File: src/rtl/punc_control_pkg.sv
// Shared definitions for the PUnC LC3 controller and datapath: opcodes,
// datapath select encodings, controller state enum and sign-extension helpers.
package punc_control_pkg;

    // LC3 opcodes (ir[15:12])
    localparam logic [3:0] OP_BR   = 4'b0000;
    localparam logic [3:0] OP_ADD  = 4'b0001;
    localparam logic [3:0] OP_LD   = 4'b0010;
    localparam logic [3:0] OP_ST   = 4'b0011;
    localparam logic [3:0] OP_JSR  = 4'b0100;
    localparam logic [3:0] OP_AND  = 4'b0101;
    localparam logic [3:0] OP_LDR  = 4'b0110;
    localparam logic [3:0] OP_STR  = 4'b0111;
    localparam logic [3:0] OP_RTI  = 4'b1000;
    localparam logic [3:0] OP_NOT  = 4'b1001;
    localparam logic [3:0] OP_LDI  = 4'b1010;
    localparam logic [3:0] OP_STI  = 4'b1011;
    localparam logic [3:0] OP_JMP  = 4'b1100;
    localparam logic [3:0] OP_RES  = 4'b1101;
    localparam logic [3:0] OP_LEA  = 4'b1110;

    // PC data select
    localparam logic PC_DATA_ADDER = 1'b0;
    localparam logic PC_DATA_ALU   = 1'b1;
    // PC adder offset select
    localparam logic PC_ADD_OFF11  = 1'b0;
    localparam logic PC_ADD_OFF9   = 1'b1;
    // Memory address select
    localparam logic [1:0] ADDR_PC    = 2'b00;
    localparam logic [1:0] ADDR_ALU   = 2'b01;
    localparam logic [1:0] ADDR_STORE = 2'b10;
    // Register-file write data select
    localparam logic [1:0] RF_DATA_PC  = 2'b00;
    localparam logic [1:0] RF_DATA_MEM = 2'b01;
    localparam logic [1:0] RF_DATA_ALU = 2'b10;
    // ALU operand selects
    localparam logic A_PC   = 1'b0;
    localparam logic A_RF   = 1'b1;
    localparam logic B_RF   = 1'b0;
    localparam logic B_SEXT = 1'b1;
    // ALU operations
    localparam logic [1:0] ALU_ADD    = 2'b00;
    localparam logic [1:0] ALU_AND    = 2'b01;
    localparam logic [1:0] ALU_PASS_A = 2'b10;
    localparam logic [1:0] ALU_NOT    = 2'b11;
    // Condition-flag source
    localparam logic NZP_ALU = 1'b0;
    localparam logic NZP_RF  = 1'b1;

    typedef enum logic [2:0] {
        ST_INIT     = 3'd0,
        ST_FETCH_WT = 3'd1,
        ST_FETCH    = 3'd2,
        ST_DECODE   = 3'd3,
        ST_EX1      = 3'd4,
        ST_EX2      = 3'd5,
        ST_EX3      = 3'd6,
        ST_HALT     = 3'd7
    } state_t;

    function automatic logic [15:0] sext5(input logic [4:0] v);
        return {{11{v[4]}}, v};
    endfunction

    function automatic logic [15:0] sext6(input logic [5:0] v);
        return {{10{v[5]}}, v};
    endfunction

    function automatic logic [15:0] sext9(input logic [8:0] v);
        return {{7{v[8]}}, v};
    endfunction

    // Opcodes this datapath revision cannot execute (RTI, STI, reserved)
    function automatic logic is_illegal(input logic [3:0] op);
        return (op == OP_RTI) || (op == OP_STI) || (op == OP_RES);
    endfunction

endpackage

File: src/rtl/punc_decode.sv
// Combinational field decode of the instruction register: register
// addresses and the opcode-dependent sign-extended immediate.
module punc_decode
    import punc_control_pkg::*;
(
    input  logic [15:0] ir,
    output logic [15:0] sext_data,
    output logic [2:0]  dr,
    output logic [2:0]  sr1,
    output logic [2:0]  sr2
);

    // Field extraction and immediate selection by opcode
    always_comb begin
        dr  = ir[11:9];
        sr1 = ir[8:6];
        sr2 = ir[2:0];
        case (ir[15:12])
            OP_LDR, OP_STR:               sext_data = sext6(ir[5:0]);
            OP_LD, OP_LDI, OP_ST, OP_LEA: sext_data = sext9(ir[8:0]);
            default:                      sext_data = sext5(ir[4:0]);
        endcase
    end

endmodule

File: src/rtl/punc_control.sv
// PUnC LC3 control FSM: sequences fetch, decode and per-opcode execute steps
// and drives every datapath select, load and write enable.
// Optional macro PUNC_ILLEGAL_HALT_EN: illegal opcodes halt the processor and
// set a sticky 'illegal' output; otherwise they execute as a one-cycle no-op.
module punc_control
    import punc_control_pkg::*;
#(
    parameter int         FETCH_WAIT  = 0,
    parameter logic [3:0] HALT_OPCODE = 4'hF
)
(
    input  logic        clk,
    input  logic        rst,
    input  logic [15:0] ir,
    input  logic        n,
    input  logic        z,
    input  logic        p,
    output logic        pc_ld,
    output logic        pc_clr,
    output logic        pc_inc,
    output logic        pc_data_sel,
    output logic        pc_add_sel,
    output logic        ir_ld,
    output logic [1:0]  addr_mem_sel,
    output logic        w_en_mem,
    output logic [1:0]  w_rf_sel,
    output logic [2:0]  r_addr_0_rf,
    output logic [2:0]  r_addr_1_rf,
    output logic [2:0]  w_addr_rf,
    output logic        w_en_rf,
    output logic        a_sel,
    output logic        b_sel,
    output logic [15:0] sext_data,
    output logic [1:0]  alu_sel,
    output logic        nzp_sel,
    output logic        n_ld,
    output logic        z_ld,
    output logic        p_ld,
    output logic        store_ld,
`ifdef PUNC_ILLEGAL_HALT_EN
    output logic        illegal,
`endif
    output logic        halted
);

    localparam logic [2:0] WT_LAST = 3'(FETCH_WAIT - 1);

    state_t      state;
    logic [2:0]  wt_cnt;
    logic [3:0]  op;
    logic [15:0] dec_sext;
    logic [2:0]  dec_dr;
    logic [2:0]  dec_sr1;
    logic [2:0]  dec_sr2;
    logic        illegal_halt;

    assign op = ir[15:12];

    punc_decode u_decode (
        .ir        (ir),
        .sext_data (dec_sext),
        .dr        (dec_dr),
        .sr1       (dec_sr1),
        .sr2       (dec_sr2)
    );

`ifdef PUNC_ILLEGAL_HALT_EN
    logic illegal_seen;
    assign illegal_halt = is_illegal(op);

    // Sticky record that an illegal opcode stopped the processor
    always_ff @(posedge clk) begin
        if (!rst) begin
            illegal_seen <= 1'b0;
        end else if (state == ST_DECODE && op != HALT_OPCODE && is_illegal(op)) begin
            illegal_seen <= 1'b1;
        end else begin
            illegal_seen <= illegal_seen;
        end
    end

    assign illegal = illegal_seen & rst;
`else
    assign illegal_halt = 1'b0;
`endif

    // State register and fetch-wait counter
    always_ff @(posedge clk) begin
        if (!rst) begin
            state  <= ST_INIT;
            wt_cnt <= 3'd0;
        end else begin
            case (state)
                ST_INIT: begin
                    wt_cnt <= 3'd0;
                    state  <= (FETCH_WAIT > 0) ? ST_FETCH_WT : ST_FETCH;
                end
                ST_FETCH_WT: begin
                    if (wt_cnt == WT_LAST) begin
                        wt_cnt <= 3'd0;
                        state  <= ST_FETCH;
                    end else begin
                        wt_cnt <= wt_cnt + 3'd1;
                    end
                end
                ST_FETCH:  state <= ST_DECODE;
                ST_DECODE: begin
                    if (op == HALT_OPCODE || illegal_halt) begin
                        state <= ST_HALT;
                    end else begin
                        state <= ST_EX1;
                    end
                end
                ST_EX1: begin
                    if (op == OP_LD || op == OP_LDR || op == OP_LDI) begin
                        state <= ST_EX2;
                    end else begin
                        state <= ST_FETCH;
                    end
                end
                ST_EX2: state <= (op == OP_LDI) ? ST_EX3 : ST_FETCH;
                ST_EX3: state <= ST_FETCH;
                ST_HALT: state <= ST_HALT;
                default: state <= ST_INIT;
            endcase
        end
    end

    // Datapath controls decoded from state and instruction; all zero in reset
    always_comb begin
        pc_ld        = 1'b0;
        pc_clr       = 1'b0;
        pc_inc       = 1'b0;
        pc_data_sel  = PC_DATA_ADDER;
        pc_add_sel   = PC_ADD_OFF11;
        ir_ld        = 1'b0;
        addr_mem_sel = ADDR_PC;
        w_en_mem     = 1'b0;
        w_rf_sel     = RF_DATA_PC;
        r_addr_0_rf  = 3'd0;
        r_addr_1_rf  = 3'd0;
        w_addr_rf    = 3'd0;
        w_en_rf      = 1'b0;
        a_sel        = A_PC;
        b_sel        = B_RF;
        sext_data    = 16'h0000;
        alu_sel      = ALU_ADD;
        nzp_sel      = NZP_ALU;
        n_ld         = 1'b0;
        z_ld         = 1'b0;
        p_ld         = 1'b0;
        store_ld     = 1'b0;
        halted       = 1'b0;
        if (rst) begin
            case (state)
                ST_INIT:     pc_clr = 1'b1;
                ST_FETCH_WT: addr_mem_sel = ADDR_PC;
                ST_FETCH: begin
                    addr_mem_sel = ADDR_PC;
                    ir_ld        = 1'b1;
                    pc_inc       = 1'b1;
                end
                ST_EX1: begin
                    sext_data = dec_sext;
                    case (op)
                        OP_ADD, OP_AND, OP_NOT: begin
                            r_addr_0_rf = dec_sr1;
                            r_addr_1_rf = dec_sr2;
                            w_addr_rf   = dec_dr;
                            a_sel       = A_RF;
                            b_sel       = ir[5];
                            alu_sel     = (op == OP_ADD) ? ALU_ADD :
                                          ((op == OP_AND) ? ALU_AND : ALU_NOT);
                            w_rf_sel    = RF_DATA_ALU;
                            w_en_rf     = 1'b1;
                            nzp_sel     = NZP_ALU;
                            n_ld        = 1'b1;
                            z_ld        = 1'b1;
                            p_ld        = 1'b1;
                        end
                        OP_LEA: begin
                            a_sel     = A_PC;
                            b_sel     = B_SEXT;
                            alu_sel   = ALU_ADD;
                            w_rf_sel  = RF_DATA_ALU;
                            w_addr_rf = dec_dr;
                            w_en_rf   = 1'b1;
                        end
                        OP_BR: begin
                            pc_data_sel = PC_DATA_ADDER;
                            pc_add_sel  = PC_ADD_OFF9;
                            pc_ld       = (ir[11] & n) | (ir[10] & z) | (ir[9] & p);
                        end
                        OP_JMP: begin
                            r_addr_0_rf = dec_sr1;
                            a_sel       = A_RF;
                            alu_sel     = ALU_PASS_A;
                            pc_data_sel = PC_DATA_ALU;
                            pc_ld       = 1'b1;
                        end
                        OP_JSR: begin
                            // R7 is written with the incremented PC while the
                            // jump target (possibly old R7) is read the same cycle
                            w_addr_rf = 3'd7;
                            w_rf_sel  = RF_DATA_PC;
                            w_en_rf   = 1'b1;
                            pc_ld     = 1'b1;
                            if (ir[11]) begin
                                pc_data_sel = PC_DATA_ADDER;
                                pc_add_sel  = PC_ADD_OFF11;
                            end else begin
                                r_addr_0_rf = dec_sr1;
                                a_sel       = A_RF;
                                alu_sel     = ALU_PASS_A;
                                pc_data_sel = PC_DATA_ALU;
                            end
                        end
                        OP_LD, OP_LDR, OP_LDI, OP_ST, OP_STR: begin
                            // Effective address formed in the ALU: base + offset
                            if (op == OP_LDR || op == OP_STR) begin
                                r_addr_0_rf = dec_sr1;
                                a_sel       = A_RF;
                            end else begin
                                a_sel       = A_PC;
                            end
                            b_sel        = B_SEXT;
                            alu_sel      = ALU_ADD;
                            addr_mem_sel = ADDR_ALU;
                            if (op == OP_ST || op == OP_STR) begin
                                r_addr_1_rf = dec_dr;
                                w_en_mem    = 1'b1;
                            end else begin
                                w_rf_sel  = RF_DATA_MEM;
                                w_addr_rf = dec_dr;
                                w_en_rf   = 1'b1;
                            end
                        end
                        default: begin
                            pc_ld = 1'b0;
                        end
                    endcase
                end
                ST_EX2: begin
                    sext_data = dec_sext;
                    case (op)
                        OP_LD, OP_LDR: begin
                            r_addr_0_rf = dec_dr;
                            nzp_sel     = NZP_RF;
                            n_ld        = 1'b1;
                            z_ld        = 1'b1;
                            p_ld        = 1'b1;
                        end
                        OP_LDI: begin
                            // DR holds the pointer; use it as the final address
                            r_addr_0_rf  = dec_dr;
                            a_sel        = A_RF;
                            alu_sel      = ALU_PASS_A;
                            addr_mem_sel = ADDR_ALU;
                            w_rf_sel     = RF_DATA_MEM;
                            w_addr_rf    = dec_dr;
                            w_en_rf      = 1'b1;
                        end
                        default: begin
                            pc_ld = 1'b0;
                        end
                    endcase
                end
                ST_EX3: begin
                    sext_data   = dec_sext;
                    r_addr_0_rf = dec_dr;
                    nzp_sel     = NZP_RF;
                    n_ld        = 1'b1;
                    z_ld        = 1'b1;
                    p_ld        = 1'b1;
                end
                ST_HALT: halted = 1'b1;
                default: pc_clr = 1'b0;
            endcase
        end else begin
            halted = 1'b0;
        end
    end

endmodule

File: config.mk
export PLATFORM = sky130hd
export DESIGN_NAME = punc_control
export DESIGN_NICKNAME = d
export VERILOG_FILES = /design/src/rtl/punc_control_pkg.sv /design/src/rtl/punc_decode.sv /design/src/rtl/punc_control.sv
export SDC_FILE = /design/constraint.sdc
export NUM_CORES = 1
export LEC_CHECK = 0
export CAP_MARGIN = 40
export CORE_ASPECT_RATIO = 1.75
export CORE_MARGIN = 10
export CORE_UTILIZATION = 33
export CTS_CLUSTER_SIZE = 14
export DETAILED_ROUTE_END_ITERATION = 10
export PLACE_DENSITY = 0.77
export SYNTH_ARGS = -nofsm -noshare
export SYNTH_HDL_FRONTEND = slang
export SYNTH_SLANG_ARGS = --single-unit
File: constraint.sdc
create_clock -name clk -period 1.4 [get_ports clk]
set_input_delay 0.14 -clock clk [delete_from_list [all_inputs] [get_ports clk]]
set_output_delay 0.14 -clock clk [all_outputs]
set_load 0.01 [all_outputs]
# After elaboration in Yosys (flattened, before gate mapping)
# Cells that the tools add are included.
# classes
n_addsub	1
n_eq_ne	21
mux	78
bitwise	5
n_reduce_logical	20
# ops
cell	count
$mux 3	14
$mux 1	33
$mux 16	2
$pmux 16 s2	1
$pmux 3 s3	3
$pmux 3 s7	1
$eq 4x4->1 const B	5
$pmux 3 s2	3
$eq 4x3->1 const B	4
$pmux 1 s2	8
$eq 3x3->1 const B	5
$mux 2	7
$pmux 2 s2	3
$reduce_or 4->1	3
$reduce_or 5->1	2
$reduce_or 3->1	3
$eq 4x2->1 const B	2
$reduce_or 2->1	4
$eq 3x2->1 const B	2
$pmux 1 s3	2
$pmux 2 s3	1
$reduce_or 6->1	1
$eq 4x1->1 const B	1
$logic_not 4->1	1
8 further kinds	14
# word_totals
regBits	6
in_bits	21
out_inout_bits	47

# Depth between registers and ports, before layout
# logic_depth
ltp_word	6
depth_mapped	6

# Cells and area by module
# From an unflattened synthesis, not the netlist that was laid out.
# unflattened
hier_cells	187
hier_area_um2	1249.9
# by_module_without_submodules
module	instances	cells_each	area_per_inst_um2	seq_area_each_um2
punc_control	1	155	1017.2	120.1
punc_decode	1	32	232.7	0.0

# Worst setup path after synthesis
# OpenSTA, ideal clock, no wires.
# synth_path
kind	input to output
start	input port ir[15]
end	output port sext_data[10]
t_arrival_ns	1.518
required_time_ns	1.260
setup_slack_ns	-0.258
path_stages	6
path_cell_list	buf_2 -> buf_2 -> a21oi_1 -> o21ai_0 -> a21oi_1 -> buf_4
# synth_between
elab_chain_len	5
elab_cells_between_ends	11
# synth_rtl
item	line	rtl
start: declaration	punc_control.sv:14	input logic [15:0] ir,
$eq 4x2->1, or another cell as far along	punc_decode.sv:18	case (ir[15:12])
$reduce_or 4->1 or $reduce_or 2->1 (tied branches)	punc_decode.sv:18	
$pmux 16 s2 *	punc_decode.sv:18	
$mux 16 *	punc_control.sv:155	case (state)
$mux 16 *	punc_control.sv:154	if (rst) begin
end: declaration	punc_control.sv:33	output logic [15:0] sext_data,
# Every way passes the cells marked *; elsewhere a longest branch is shown, timed or not.

# Worst setup path in the final report
# layout_path
start	register state[0]
end	output port r_addr_0_rf[0]
# layout_between
elab_chain_len	3
elab_cells_between_ends	5
# layout_rtl
item	line	rtl
start: declaration	punc_control.sv:48	state_t state;
start signal: assignment	punc_control.sv:96	state <= (FETCH_WAIT > 0) ? ST_FETCH_WT : ST_FETCH;
start signal: assignment	punc_control.sv:121	ST_EX2: state <= (op == OP_LDI) ? ST_EX3 : ST_FETCH;
$eq 3x3->1	punc_control.sv:155	
$pmux 3 s3 *	punc_control.sv:155	
$mux 3 *	punc_control.sv:154	
end: declaration	punc_control.sv:27	output logic [2:0] r_addr_0_rf,
# Marked as above.

==> implementation parameters <==
Parameter                              Value

Floorplan
  Chip Width    roughly 63 um
  I/O pin cnt    68
  Vertical die dimension    94.9 um
  Area of the placeable core    around 0.0031 mm2
  Core Rows    27
  Initial standard-cell utilization of the core    between 30 and 40%
  Die outline area    around 0.006 mm2

Layout
  Total Nets Final    between 300 and 400
  Sequential cell area    about 130 um2
  Non-filler instance count after layout    approximately 330
  Total area of multi-input combinational cells    0.00107 mm2
  Area added between synthesis and finish    151%
  Final Cell Area    0.00266 mm2
  Antenna Cells    0
  Filler cells    between 150 and 200
  Proportion of layout cells with a drive suffix above 1    between 60% and 70%

Clock tree
  Maximum buffer depth of the clock tree    2
  Clock tree from TritonCTS    done
  Clock slew at reported path FFs    ~0.030 ns
  CTS Buf Count    3
  CTS H-tree depth    1
  CTS Root Buffer Type    sky130_fd_sc_hd__clkbuf_8
  Clock network latency to the later pin of the worst-skew pair    between 0.2 and 0.25 ns
  Hold_buf cts    0
  Clock sink count    6

Global routing
  Vias in the first global route    between 1500 and 2000
  Number of antenna violations at the first check in global routing    0
  Pin count of the biggest net entering global routing    11
  Leftover overflow at the end of global routing    0
  Global-route wire length before repair    approximately 9600 um
  Global-route usage over all layers    approximately a fifth

STA
  # setup viols final    between 40 and 50
  Smallest setup slack after layout    -0.544 ns
  Total count of max-transition violations in the final report    0
  Time the worst path needs with I/O delays and setup    around 1.9 ns
  Hold Violations, Final    0
  Clk_skew    approximately 0.00084 ns
  Final Cycle Share    139%
  Setup total negative slack    -14.12 ns
  Maximum frequency from static timing analysis    between 0.5 and 0.6 GHz
  RSZ-0062 raised after global routing    yes

Placement
  Port Buf Inserts    65
  Placer Congestion    roughly 0.86
  Number of cells in the design after placement    286
  Instance area after placement    between 0.002 and 0.0025 mm2
  Worst setup slack after placement    -0.892 ns
  Estimated wirelength of the detail-placed design    between 3000 and 4000 um

Critical path
  Cell with the largest stage delay on the worst path    sky130_fd_sc_hd__or3b_4
  Critical setup path kind    flip-flop to primary output
  Critical path data required time    about 1.3 ns
  Data arrival time at the worst-slack endpoint    roughly 1.8 ns
  Series of cell instances along the critical path    or3b_4, a221oi_4, buf_6, buf_6, a32o_2, buf_6
  Cell seen most often among critical-path stages    sky130_fd_sc_hd__buf_6
  Crit path capture type    primary output
  Sort of element at the start of the critical path    flip-flop
  Worst stage delay on the critical path    0.44 ns
  Critical path peak fanout    4

Pwr
  Share of total power in sequential cells    about a fifth
  Net switching fraction of the power    between 30 and 40%
  Sum of internal, switching and leakage power    between 1 and 1.5 mW
  Logic pwr share    a little under three fifths
  Internal cell power    slightly below 0.7 mW
  Maximum vdd ir drop    ~0.56 mV
  Cell area power density    about 400 mW/mm2
  Switching power total    between 0.3 and 0.4 mW
  Clock power share    24.0%
  Static leakage power    1.23 nW

Detailed routing
  Avg Vias per Cell    5.60
  Routed length per placed instance    22.4 um
  Antenna-violating nets left    0
  Routed vias    roughly 1800
  Initial detailed-routing violation count    52
  Overall routed net length    approximately 7300 um
  Number of search-and-repair iterations in the first detailed-routing pass    6
  Post-route DRC    0

Logic synthesis
  Synth Area per Inst    between 6 and 7 um2
  Most used DFF post-synth    sky130_fd_sc_hd__dfxtp_1
  Post-synth EDFFs    0
  Proportion of register bits with asynchronous set or reset after synthesis    0%
  Portion of the post-synthesis area used by sequential elements    between 10% and 20%
  Number of distinct library cell variants in the gate-level netlist after synthesis    46
  Gate count of the mapped netlist    roughly 150
  Warnings from Yosys    0
  Count of state elements after synthesis    6
  Combined area of all synthesized cells    between 0.001 and 0.0015 mm2

Flow run
  Count of max-cap constraint violations    0

Outcome
  Violated checks    negative setup slack
  Outcome    finished, violations left

Hold path
  Hold Crit Class    flip-flop to flip-flop
==> state kept, by name, summed over array words and instances, names as in the netlist <==
name    cells
state       3
wt_cnt      3
==> cells in the mapped netlist (3+ instances only) <==
library cell | n | share of area (%)
sky130_fd_sc_hd__buf_4 | 12 | 8.5
sky130_fd_sc_hd__clkbuf_1 | 4 | 1.4
sky130_fd_sc_hd__and2_1 | 8 | 4.7
sky130_fd_sc_hd__a21boi_1 | 4 | 2.8
sky130_fd_sc_hd__a21oi_1 | 12 | 5.7
sky130_fd_sc_hd__a32o_1 | 3 | 2.8
sky130_fd_sc_hd__dfxtp_1 | 6 | 11
sky130_fd_sc_hd__nand2b_1 | 3 | 1.8
sky130_fd_sc_hd__nand2_1 | 12 | 4.3
sky130_fd_sc_hd__buf_2 | 6 | 2.8
sky130_fd_sc_hd__o21ai_1 | 4 | 1.9
sky130_fd_sc_hd__nand3_1 | 7 | 3.3
sky130_fd_sc_hd__o21ai_0 | 9 | 4.3
sky130_fd_sc_hd__inv_1 | 6 | 2.1
sky130_fd_sc_hd__nor2_1 | 16 | 5.7
sky130_fd_sc_hd__nor3_1 | 4 | 1.9
==> metrics by stage <==
step                      hold slack (ns)  util (%)
after floorplan                     0.402         -
after global placement              0.465      64.4
after detailed placement            0.471      64.4
after CTS                           0.492      76.4
after global routing                0.540      85.5
final                               0.489      85.5
==> layer usage <==
| metal | track usage, % | wire [um] | vias to the layer above |
|---|---|---|---|
| met5 | 0 | 0 | - |
| met4 | 17.0 | 517 | 0 |
| met3 | 4.15 | 341 | 39 |
| met2 | 38.8 | 4160 | 107 |
| met1 | 16.2 | 2320 | 874 |
| li1 | - | - | 817 |
==> logic make-up after synthesis <==
logic type | after synthesis | share of synthesized area [%]
muxes | 2 | 2.01
and+or+nand+nor | 64 | 33.8
adders and majority gates | 2 | 2.37
DFF | 6 | 11.4
buffers and inverters | 30 | 17.0
AOI/OAI and AO/OA | 49 | 33.0
other | 1 | 0.355
==> power by group through the flow <==
stage	combinational, mW	clock, mW	sequential, mW
detailed placement	0.422	0	0.203
finish	0.609	0.256	0.204
global route	0.637	0.278	0.205
floorplan	0.205	0	0.197
global placement	0.414	0	0.203
CTS	0.510	0.264	0.201
==> final cells by class <==
class,instances,share of cell area (%)
sequential,6,4.95
clock buffer,3,1.55
tap,43,2.03
inverter,6,0.848
timing repair buffer,151,50.4
multi-input combinational,119,40.2
==> final timing paths <==
check,from,slack [ns],cells past startpoint,to
setup reg to reg,state[0],-0.21,9,state[1]
hold / removal,wt_cnt[1],0.49,2,wt_cnt[1]
setup / recovery,state[0],-0.54,6,r_addr_0_rf[0]
hold reg to reg,wt_cnt[1],0.49,2,wt_cnt[1]
==> repair_timing <==
action	4_1_cts	5_1_grt
setup endpoints to repair	47	48
resized for setup	264	50
pin swaps	24	19
buffers inserted	27	12
==> worst max-delay path, delay by kind of cell, from the launching register on <==
kind                   cells  cell delay, ns
flip-flops                 1            0.35
AND/OR/NAND/NOR            1            0.44
buffers and inverters      3            0.35
AO/OA/AOI/OAI              2            0.43
==> cells in the final DEF (no fill, tap or decap), types with 3 or more instances in the layout <==
cell,n
sky130_fd_sc_hd__buf_6,55
sky130_fd_sc_hd__buf_4,55
sky130_fd_sc_hd__buf_2,21
sky130_fd_sc_hd__clkdlybuf4s50_1,13
sky130_fd_sc_hd__nor2_1,11
sky130_fd_sc_hd__nand2_1,9
sky130_fd_sc_hd__a21oi_2,9
sky130_fd_sc_hd__o21ai_1,6
sky130_fd_sc_hd__and2_4,6
sky130_fd_sc_hd__o21ai_0,5
sky130_fd_sc_hd__nand3_1,4
sky130_fd_sc_hd__a21boi_1,4
sky130_fd_sc_hd__dlygate4sd2_1,4
sky130_fd_sc_hd__nand3_4,3
sky130_fd_sc_hd__nand2b_4,3
sky130_fd_sc_hd__inv_2,3
sky130_fd_sc_hd__a32o_2,3
sky130_fd_sc_hd__inv_1,3
sky130_fd_sc_hd__nor2_2,3
sky130_fd_sc_hd__clkbuf_8,3
sky130_fd_sc_hd__dfxtp_4,3
sky130_fd_sc_hd__dfxtp_1,3
(Power assumes the default switching activity.)
